==> src/rtl/osc_multi_model_pkg.sv <==
// +--------------------------------------------------------------------------+
// | osc_pkg : shared types and helpers for the multi-channel oscillator model |
// | Rev 1.0                                                                   |
// +--------------------------------------------------------------------------+
`default_nettype none

package osc_pkg;

  typedef enum logic [1:0] {
    OFF     = 2'd0,
    STARTUP = 2'd1,
    RUN     = 2'd2
  } osc_state_t;

  // Wide enough for the largest half-period minus one at the top select value.
  function automatic int ph_cnt_w(input int base_log2, input int sel_w);
    return base_log2 + (1 << sel_w) - 1;
  endfunction

endpackage

`default_nettype wire

==> src/rtl/osc_div_ch.sv <==
// +--------------------------------------------------------------------------+
// | osc_div_ch : one divided, glitch-free gated output clock channel          |
// | Rev 1.0                                                                   |
// +--------------------------------------------------------------------------+
`default_nettype none

module osc_div_ch
  import osc_pkg::*;
#(
  parameter int SEL_W     = 2,
  parameter int BASE_LOG2 = 10
) (
  input  logic             _clk,
  input  logic             _rst,
  input  logic             load,
  input  logic             run,
  input  logic [SEL_W-1:0] sel,
  input  logic             en,
  output logic             clk_out
);

  localparam int               c_cnt_w   = ph_cnt_w(BASE_LOG2, SEL_W);
  localparam logic [SEL_W-1:0] c_sel_max = '1;

  logic [c_cnt_w-1:0] r_cnt;
  logic [c_cnt_w-1:0] w_last;
  logic [SEL_W-1:0]   r_sel_lat;
  logic [SEL_W-1:0]   w_shift;
  logic               r_en_lat;
  logic               r_out;
  logic               w_wrap;

  // H-1 = all-ones of width BASE_LOG2+sel, built by right-shifting a full mask.
  assign w_shift = c_sel_max - r_sel_lat;
  assign w_last  = {c_cnt_w{1'b1}} >> w_shift;
  assign w_wrap  = (r_cnt == w_last);
  assign clk_out = r_out;

  always_ff @(posedge _clk or posedge _rst) begin
    if (_rst) begin
      r_cnt     <= '0;
      r_out     <= 1'b0;
      r_sel_lat <= '0;
      r_en_lat  <= 1'b0;
    end else if (load) begin
      r_cnt     <= '0;
      r_out     <= 1'b0;
      r_sel_lat <= sel;
      r_en_lat  <= en;
    end else if (run) begin
      if (w_wrap) begin
        r_cnt <= '0;
        // Settings only change at a low-going boundary, so a high phase is never cut short.
        if (r_out) begin
          r_out     <= 1'b0;
          r_sel_lat <= sel;
          r_en_lat  <= en;
        end else if (r_en_lat) begin
          r_out <= 1'b1;
        end else begin
          r_sel_lat <= sel;
          r_en_lat  <= en;
        end
      end else begin
        r_cnt <= r_cnt + c_cnt_w'(1);
      end
    end else begin
      r_cnt <= '0;
      r_out <= 1'b0;
    end
  end

endmodule

`default_nettype wire

==> config.mk <==
export PLATFORM = sky130hd
export DESIGN_NAME = osc_div_ch
export DESIGN_NICKNAME = d
export VERILOG_FILES = /design/src/rtl/osc_multi_model_pkg.sv /design/src/rtl/osc_div_ch.sv
export SDC_FILE = /design/constraint.sdc
export NUM_CORES = 1
export LEC_CHECK = 0
export ABC_AREA = 1
export CORE_MARGIN = 4
export CORE_UTILIZATION = 50
export CTS_CLUSTER_SIZE = 10
export DETAILED_ROUTE_END_ITERATION = 8
export GPL_TIMING_DRIVEN = 0
export PLACE_DENSITY = 0.72
export REMOVE_ABC_BUFFERS = 1
export SYNTH_ARGS = -nofsm -noshare
export SYNTH_HDL_FRONTEND = slang
export SYNTH_SLANG_ARGS = --single-unit
==> constraint.sdc <==
create_clock -name _clk -period 1.4 [get_ports _clk]
set_input_delay 0.35 -clock _clk [delete_from_list [all_inputs] [get_ports _clk]]
set_output_delay 0.35 -clock _clk [all_outputs]
set_load 0.01 [all_outputs]
==> run metrics <==
status finished, violations left; failing checks negative setup slack; drt first pass iters 4; worst hold-check path type input pin to async pin; antenna violations before repair 0; IO Count 8; fin util 0.6979; crit share post-route 1.084; clock latency reported for the late side of the worst-skew pair approximately 0.3 ns; Crit Path Max Fanout 7; CTS tree yes; Critical Path Slowest Stage Cell dfrtp_1; worst setup margin -0.1177 ns; synthesized cell area around 960 sq um; htree depth 1; ant diodes 0; main area contributors after synthesis dfrtp_1 44%, nand2_1 7.4%, inv_1 6.3%, nor2_2 5.9%, nand3_1 4.7%; Rows 15; drt via density 5.160; M1 GR Usage 0.1807; Max IR drop VDD 0.5282 mV; die area roughly 0.0027 sq mm; critical path's largest stage delay ~0.37 ns; crit path to r_cnt[9]$_DFF_PP0_; Avg Inst Size Synth between 8 and 9 sq um; Num CTS Buffers 3; # DRC 0; pre-CTS WS -0.3149 ns; ys async rst share 1.000; sequential standard cell area roughly 430 sq um; via count between 800 and 900; top-area cell type share of the netlist area 0.4433; WL final approximately 2100 um; Synth warnings 0; max-slew headroom at the worst pin 0.5675; crit path kind register to register; Multi-input gate area roughly 560 sq um; worst path required time 1.58 ns; Synth-to-Final Area Change 28.29%; GRT Resource Usage Total 0.1793; pin count of the biggest net entering global routing 18; setup_tns -0.8880 ns; CP cell instances ha_2 -> nand2_2 -> nor2_4 -> nand2_2 -> nor2_4 -> nand2_4 -> nand2_8 -> nor2_2 -> o21a_1; total placed cells including tap cells 143; cell area power density ~730 mW/mm^2; skew final 0.01846 ns; synth cell count leaders 19 x nand2_1, 17 x dfrtp_1, 16 x inv_1; clk sinks 17; Primary FF master, synth dfrtp_1; Reg2Reg Depth 9; nature of the critical path startpoint register; hpwl dp roughly 1300 um; Fin. Hold Viols 0; first-pass GRT wire length approximately 3500 um; cell taking the most area after synthesis dfrtp_1; Worst setup startpoint r_cnt[1]$_DFF_PP0_; layout cells sized above 1 0.3588; drt initial violations 12; Starting Density 0.5440; Leakage between 0.5 and 0.6 nW; f_max roughly 660 MHz; Final setup viols 17; final std cells w/o fill between 150 and 200; Synth Instances 112; cell with the most instances after synthesis nand2_1; max-cap viol count 0; Final Slew Violations 0; worst-margin pin slew 0.6480 ns; Final #Nets 140; CTS clk-pin slew, worst paths about 0.11 ns; Crit. End Element register; setup slack on the worst flop-to-flop path -0.12 ns; Reg-to-Reg Start r_cnt[1]$_DFF_PP0_; sequential fraction of the synthesis area 0.4433; number of library cell types mapped by synthesis 22; Die H ~52 um; RSZ-0062 raised after global routing yes; met2 Use GR 0.3326; RePlAce Congestion between 0.8 and 0.9; number of flops mapped to enable cells by yosys 0; Critical R2R Capture r_cnt[9]$_DFF_PP0_; Chip Width roughly 52 um; grt met3 use 0.05158; Period minus WS final ~1.5 ns; Most Crowded Layer GR met2; critical path arrival approximately 1.7 ns; Overflow after GRT 0; DR WL/cell approximately 13 um; vias in the first global route 867; Final ANT Viol Nets 0; Layout fillers about 140; CTS root buf clkbuf_4; core area 0.001764 sq mm; Clock Tree Buf Depth 2; port bufs 7; synthesized flop and latch total 17
## layer usage
metal  share of wire  vias up
met5               0        -
met4           0.018        0
met3           0.027        6
met2            0.56       14
met1            0.40      384
li1                -      401
## where the power goes
| group | internal (W) | switching, W | total [W] |
|---|---|---|---|
| logic | 0.0000426 | 0.0000695 | 0.000112 |
| clock network | 0.000111 | 0.000162 | 0.000273 |
| registers | 0.000504 | 0.00000980 | 0.000514 |
| total | 0.000657 | 0.000241 | 0.000899 |
## state kept, by name, indices dropped and copies added, names as in the netlist
| name | flops |
|---|---|
| r_cnt | 13 |
| r_en_lat | 1 |
| clk_out | 1 |
| r_sel_lat | 2 |
## stage by stage
step / hold WS, ns / instance area [sq um] / total power (W)
2_1_floorplan: 0.2761 / 939.7 / 0.0005801
3_3_place_gp: 0.4731 / 1041 / 0.0006102
3_5_place_dp: 0.4838 / 1041 / 0.0006124
4_1_cts: 0.4456 / 1177 / 0.0008897
5_1_grt: 0.4947 / 1231 / 0.0009311
6_report: 0.4217 / 1231 / 0.0008985
## cell families after synthesis
| group | count (synthesis) | share of synthesized area |
|---|---|---|
| fa+ha+maj | 1 | 0.01304 |
| buf+inv | 17 | 0.08345 |
| flops | 17 | 0.4433 |
| compound gates | 8 | 0.04955 |
| simple gates | 64 | 0.3651 |
| xor+xnor | 5 | 0.04563 |
## cells in the final DEF (no fill, tap or decap), types with 2 or more instances in the layout
cell / synthesis / routed
nand2_4: 2 / 3
clkdlybuf4s50_1: 0 / 6
xor2_1: 5 / 5
nand3_1: 9 / 8
o21ai_2: 0 / 2
a21oi_1: 2 / 2
buf_4: 0 / 8
nor3_1: 4 / 3
a31oi_1: 2 / 2
nor3_2: 3 / 3
inv_1: 16 / 16
nor3b_1: 3 / 2
clkbuf_4: 0 / 3
dfrtp_1: 17 / 16
nor2_2: 9 / 12
nand2_2: 4 / 5
nand2_1: 19 / 17
nor2_1: 8 / 3
nor2_4: 1 / 3
## worst max-delay path, delay by kind of cell (launching register included)
family	cells	cell delay, ns
flip-flops	1	0.37
AO/OA/AOI/OAI	1	0.09
AND/OR/NAND/NOR	7	0.73
adder cells (fa/ha/maj)	1	0.20
## worst min-delay path by stage
| stage | from | to | slack (ns) |
|---|---|---|---|
| final | _rst | r_cnt[1]$_DFF_PP0_ | 0.42 |
| after global routing | _rst | r_cnt[1]$_DFF_PP0_ | 0.49 |
| after CTS | _rst | r_cnt[1]$_DFF_PP0_ | 0.45 |
| after detailed placement | r_cnt[9]$_DFF_PP0_ | r_cnt[9]$_DFF_PP0_ | 0.48 |
| after global placement | r_cnt[9]$_DFF_PP0_ | r_cnt[9]$_DFF_PP0_ | 0.47 |
| after floorplan | _rst | clk_out$_DFFE_PP0P_ | 0.28 |
## what timing repair did
| item | 4_1_cts | 5_1_grt |
|---|---|---|
| gates cloned | 1 | 0 |
| setup buffers | 6 | 2 |
| gates resized for setup | 14 | 11 |
| pin swaps | 7 | 3 |
| hold buffers | 0 | 0 |
| endpoints found under the setup margin | 18 | 17 |
## final cells by class
type | count | share of cell area
clock buffers | 4 | 0.02134
inverters | 16 | 0.04878
repair buffers | 15 | 0.1047
flip-flops and latches | 17 | 0.3465
multi-input cells | 79 | 0.4533
well taps | 25 | 0.02541
Power figures use the tool's default switching activity.
==> edit 1 (config.mk and constraints unchanged) <==
The parameter `SEL_W` goes from 2 to 4.
--- a/src/rtl/osc_div_ch.sv
+++ b/src/rtl/osc_div_ch.sv
@@ -7,7 +7,7 @@
 module osc_div_ch
   import osc_pkg::*;
 #(
-  parameter int SEL_W     = 2,
+  parameter int SEL_W     = 4,
   parameter int BASE_LOG2 = 10
 ) (
   input  logic             _clk,
Ports: changed (resized sel); port bits go from 8 to 10. The function was not compared with the original's and may differ.
==> edit 1 against the original RTL <==
- the flow still finishes with violations (setup timing)
- total power rose to 2.7 times the old value
- clock skew decreased by 6.5 ps
- sequential cell count increased by 14
- setup slack lost 370 ps
- worst hold slack improved by 76 ps
- non-clock buffer count rose by 17
- cell area increased by 130%
- routed wire length rose to 2.8 times the old value
- synthesized area up 120%
- final cell count increased by 150%
- critical path type unchanged
==> edit 1: results (changes against the original RTL) <==
* Status: complete, but fails checks
* Failing checks: setup timing
* Unique masters post-synth at 30 (+36%)
* Overall track demand over capacity in global routing at 22.0% (+4.1 points)
* Last weighted congestion value of the routability-driven placer at 0.870 (+7.1%)
* Finish-stage setup viols at 31 (+14)
* Share of the synthesized netlist area taken by xor and xnor gates at 3.72% (-0.84 points)
* Worst Path Arrival at 2130 ps (+430 ps)
* Root buffer cell: clkbuf_8
* Static Leakage at 0.00123 uW (+130%)
* Post-layout net count at 347 (+150%)
* Dominant cells by area after synthesis: dfrtp_1 (37%), nand2_1 (13%), nor2_1 (8.5%)
* Vias at 2180 (+170%)
* Detailed-placement wirelength estimate at 3500 um (+170%)
* Critical path's slowest cell: dfrtp_2
* Slew of the pin with the lowest slew margin at 682 ps (+34.4 ps)
* Leading cell types by count after synthesis: nand2_1 (75), nor2_1 (48), inv_1 (39)
* Max VDD drop at 0.649 mV (+23%)
* Worst reg2reg path endpoint: r_sel_lat[3]
* Detailed-route wire length per cell at 15.2 um (+13%)
* Pin count of the biggest net entering global routing at 32 (+14)
* Vias in the first global route at 2042 (+140%)
* Number of port buffers at 9 (+2)
* Least setup slack across all paths after layout at -491 ps (-373 ps)
* Clock transition at the register clock pins on the worst setup and hold paths after CTS at 80 ps (-30 ps)
* Crit path max fanout at 6 (-1)
* CTS H-Tree Depth at 2 (+1)
* Number of filler cells placed in the layout at 320 (+130%)
* Registers with the highest flip-flop counts: r_cnt: 25 flops, r_sel_lat: 4 flops
[edit 1: cell types whose count changed after synthesis, moves of 3 or more]
| cell | change |
|---|---|
| nand2_1 | +56 |
| nor2_1 | +40 |
| inv_1 | +23 |
| nand3_1 | +15 |
| dfrtp_1 | +14 |
| nand4_1 | +13 |
| nor3_1 | +5 |
| nor3_2 | +5 |
| nor2_2 | -4 |
| buf_6 | +3 |
| nand3_4 | +3 |
| o21ai_1 | +3 |
| xnor2_1 | +3 |
[edit 1: cell type report]
| type | count | area, um2 | area share (%) |
|---|---|---|---|
| multi-input cells | 227 | 1380 | 49.4 |
| clock inverters | 2 | 35.0 | 1.26 |
| inverters | 40 | 159 | 5.70 |
| well taps | 50 | 62.6 | 2.25 |
| repair buffers | 32 | 290 | 10.4 |
| clock buffers | 6 | 82.6 | 2.96 |
| flip-flops and latches | 31 | 781 | 28.0 |
[edit 1: kinds of logic after synthesis]
| group | Yosys count |
|---|---|
| simple gates | 200 |
| buf+inv | 46 |
| flops | 31 |
| compound gates | 12 |
| xor+xnor | 9 |
| fa+ha+maj | 1 |
[edit 1: where the power goes]
| group | internal [uW] | leakage (uW) | switching [uW] | total, uW |
|---|---|---|---|---|
| Combinational | 219 | 0.000751 | 306 | 525 |
| Sequential | 927 | 0.000418 | 57.9 | 985 |
| Clock | 575 | 0.0000612 | 349 | 925 |
| Total | 1720 | 0.00123 | 713 | 2430 |
[edit 1: metal layers]
layer	share of wire (%)	global-route usage [%]
met4	2.8	10.0
met5	0	0
met2	50	35.2
met3	7.0	4.41
met1	40	28.5
[edit 1: through the flow]
stage               cell area (um2)  total power [uW]  TNS [ps]  setup slack, ps  cells
finish                         2790              2430    -13420             -491    388
global route                   2790              2530    -15960             -571    388
CTS                            2550              2290    -11540             -399    371
detailed placement             2220              1330    -27240             -592    352
global placement               2220              1330    -26420             -604    352
floorplan                      2070              1240     -6060             -258    293
[edit 1: worst max path at each step]
stage / from / to / slack, ps / cells after the start
final: r_sel_lat[2] / r_sel_lat[3] / -490 / 13
after detailed placement: r_cnt[0] / r_cnt[22] / -590 / 10
after global routing: r_sel_lat[2] / r_sel_lat[3] / -570 / 13
after global placement: r_cnt[0] / r_cnt[22] / -600 / 10
after floorplan: r_cnt[0] / r_cnt[20] / -260 / 10
after CTS: r_sel_lat[3] / r_cnt[5] / -400 / 8
[edit 1: what timing repair did]
action | 4_1_cts | 5_1_grt
endpoints found under the setup margin | 63 | 31
setup buffers | 9 | 14
pin swaps | 9 | 15
cloned | 2 | 3
hold endpoints to repair | 0 | 0
gates resized for setup | 27 | 35
==> edit 2 (same flow settings) <==
Made on the original files. Make the reset (`_rst`) synchronous in one clocked block.
--- a/src/rtl/osc_div_ch.sv
+++ b/src/rtl/osc_div_ch.sv
@@ -36,7 +36,7 @@
   assign w_wrap  = (r_cnt == w_last);
   assign clk_out = r_out;
 
-  always_ff @(posedge _clk or posedge _rst) begin
+  always_ff @(posedge _clk) begin
     if (_rst) begin
       r_cnt     <= '0;
       r_out     <= 1'b0;
Behaviour: same outputs for any inputs over 10 cycles, from zero or initial values and one cycle with _rst high; that may be too few to reach the edited logic, so the function may still have changed.
==> edit 2 against the original RTL <==
- the run still ends with setup timing left
- sequential power decreased by 3%
- register-to-register slack improved by 130 ps
- critical path depth decreased by 3
- cell area decreased by 13%
- sequential cell count unchanged
- total power decreased by 7.8%
- global-route usage decreased by 4.3 points
- via count decreased by 7.1%
- setup slack improved by 100 ps
- routed wire length decreased by 25%
- synthesized area decreased by 13%
- worst hold slack improved by 110 ps
- critical path type is now primary input to flop
==> edit 2: results (changes against the original RTL) <==
* GR met2 Demand/Resource at 20.2% (-13 points)
* Compound-gate portion of the synthesized area at 5.98% (+1.0 points)
* GRT met3 Usage at 3.67% (-1.5 points)
* Slack of the worst reg-to-reg path at 10 ps (+130 ps)
* Pin count of the biggest net entering global routing at 11 (-7)
* Vias in the first global route at 626 (-28%)
* Leading cell types by count after synthesis: nand2_1 (20), nor2_1 (18), dfxtp_1 (17)
* Inverters at 13 (-3)
* Max VDD drop at 0.679 mV (+29%)
* Wire length on met3 at 52 um (-7.1%)
* Proportion of cell area spent on the clock network at 2.57% (+0.44 points)
* Wire length of the first global-routing pass at 2600 um (-27%)
* Worst Hold Margin at 530 ps (+108 ps)
* Critical path's slowest cell: clkdlybuf4s50_1
* Registers with the highest flip-flop counts: r_cnt: 13 flops, r_sel_lat: 2 flops
* Routed wire length at 1570 um (-25%)
* Sequential fraction of the synthesis area at 40.7% (-3.7 points)
* Clock skew at 2.93 ps (-15.5 ps)
* Multi-input combinational cell count at 82 (+3.8%)
* Share of cells above drive strength 1 at 28.3% (-7.5 points)
* Wl on met1 at 763 um (-8.2%)
* Critical Path Max Stage Delay at 400 ps (+30 ps)
* Overall track demand over capacity in global routing at 13.6% (-4.3 points)
* Total cell area at the placement stage at 916 um2 (-12%)
* Normalized max-slew margin at 82.0% (+25 points)
* Launching element of the worst setup path: load
* Total negative slack for setup checks at -17.5 ps (+871 ps)
* Finish-stage setup viols at 1 (-16)
* First DRT Iteration DRCs at 18 (+6)
* Failing checks: setup timing
* Number of filler cells placed in the layout at 130 (-8.5%)
* Fraction of area in registers at 32.2% (-2.5 points)
* Area occupied by registers at 344 um2 (-19%)
* Status: complete, but fails checks
* Worst r2r src: r_cnt[0]
* Detailed-placement wirelength estimate at 1020 um (-20%)
* Last weighted congestion value of the routability-driven placer at 0.795 (-2.1%)
* Proportion of final cell area spent on non-clock buffers at 9.24% (-1.2 points)
* # placed instances at 134 (-6.3%)
* Static Leakage at 0.000429 uW (-20%)
* Vias at 748 (-7.1%)
* Post-layout net count at 136 (-2.9%)
* Classification of the worst-slack hold path: flop to flop
* Async set-reset flop share out of synthesis at 0% (-100 points)
* Arithmetic-cell share of the synthesized area counting full adders, half adders and majority gates at 1.49% (+0.19 points)
* Top_reg_cell synth: dfxtp_1
* Least setup slack across all paths after layout at -17.5 ps (+100 ps)
edit 2: changes by cell type after synthesis, moves of 3 or more:
cell | unedited run | this run
xor2_1 | 5 | 2
dfrtp_1 | 17 | 0
a21oi_1 | 2 | 9
nor2_1 | 8 | 18
dfxtp_1 | 0 | 17
inv_1 | 16 | 11
nor2_2 | 9 | 2
edit 2: path summary, 6_finish.rpt:
path                            cells past startpoint   endpoint
worst max register to register                      8   r_en_lat
worst min-delay path                                2   r_cnt[3]
worst max-delay path                                6  r_cnt[12]
worst min register to register                      2   r_cnt[3]
edit 2: power breakdown:
part	internal, uW	leakage [uW]	switching (uW)
Combinational	30.7	0.000272	32.3
Clock	106	0.0000177	162
Sequential	491	0.000139	6.41
edit 2: worst max-delay path: cells and delay by family:
family / cells / cell delay, ps
buffers and inverters: 2 / 620
AND/OR/NAND/NOR: 4 / 670
edit 2: timing repair:
action	CTS	global route
gates resized for setup	15	8
pin swaps	7	8
endpoints found under the setup margin	18	17
setup buffers	3	1
gates cloned	1	0
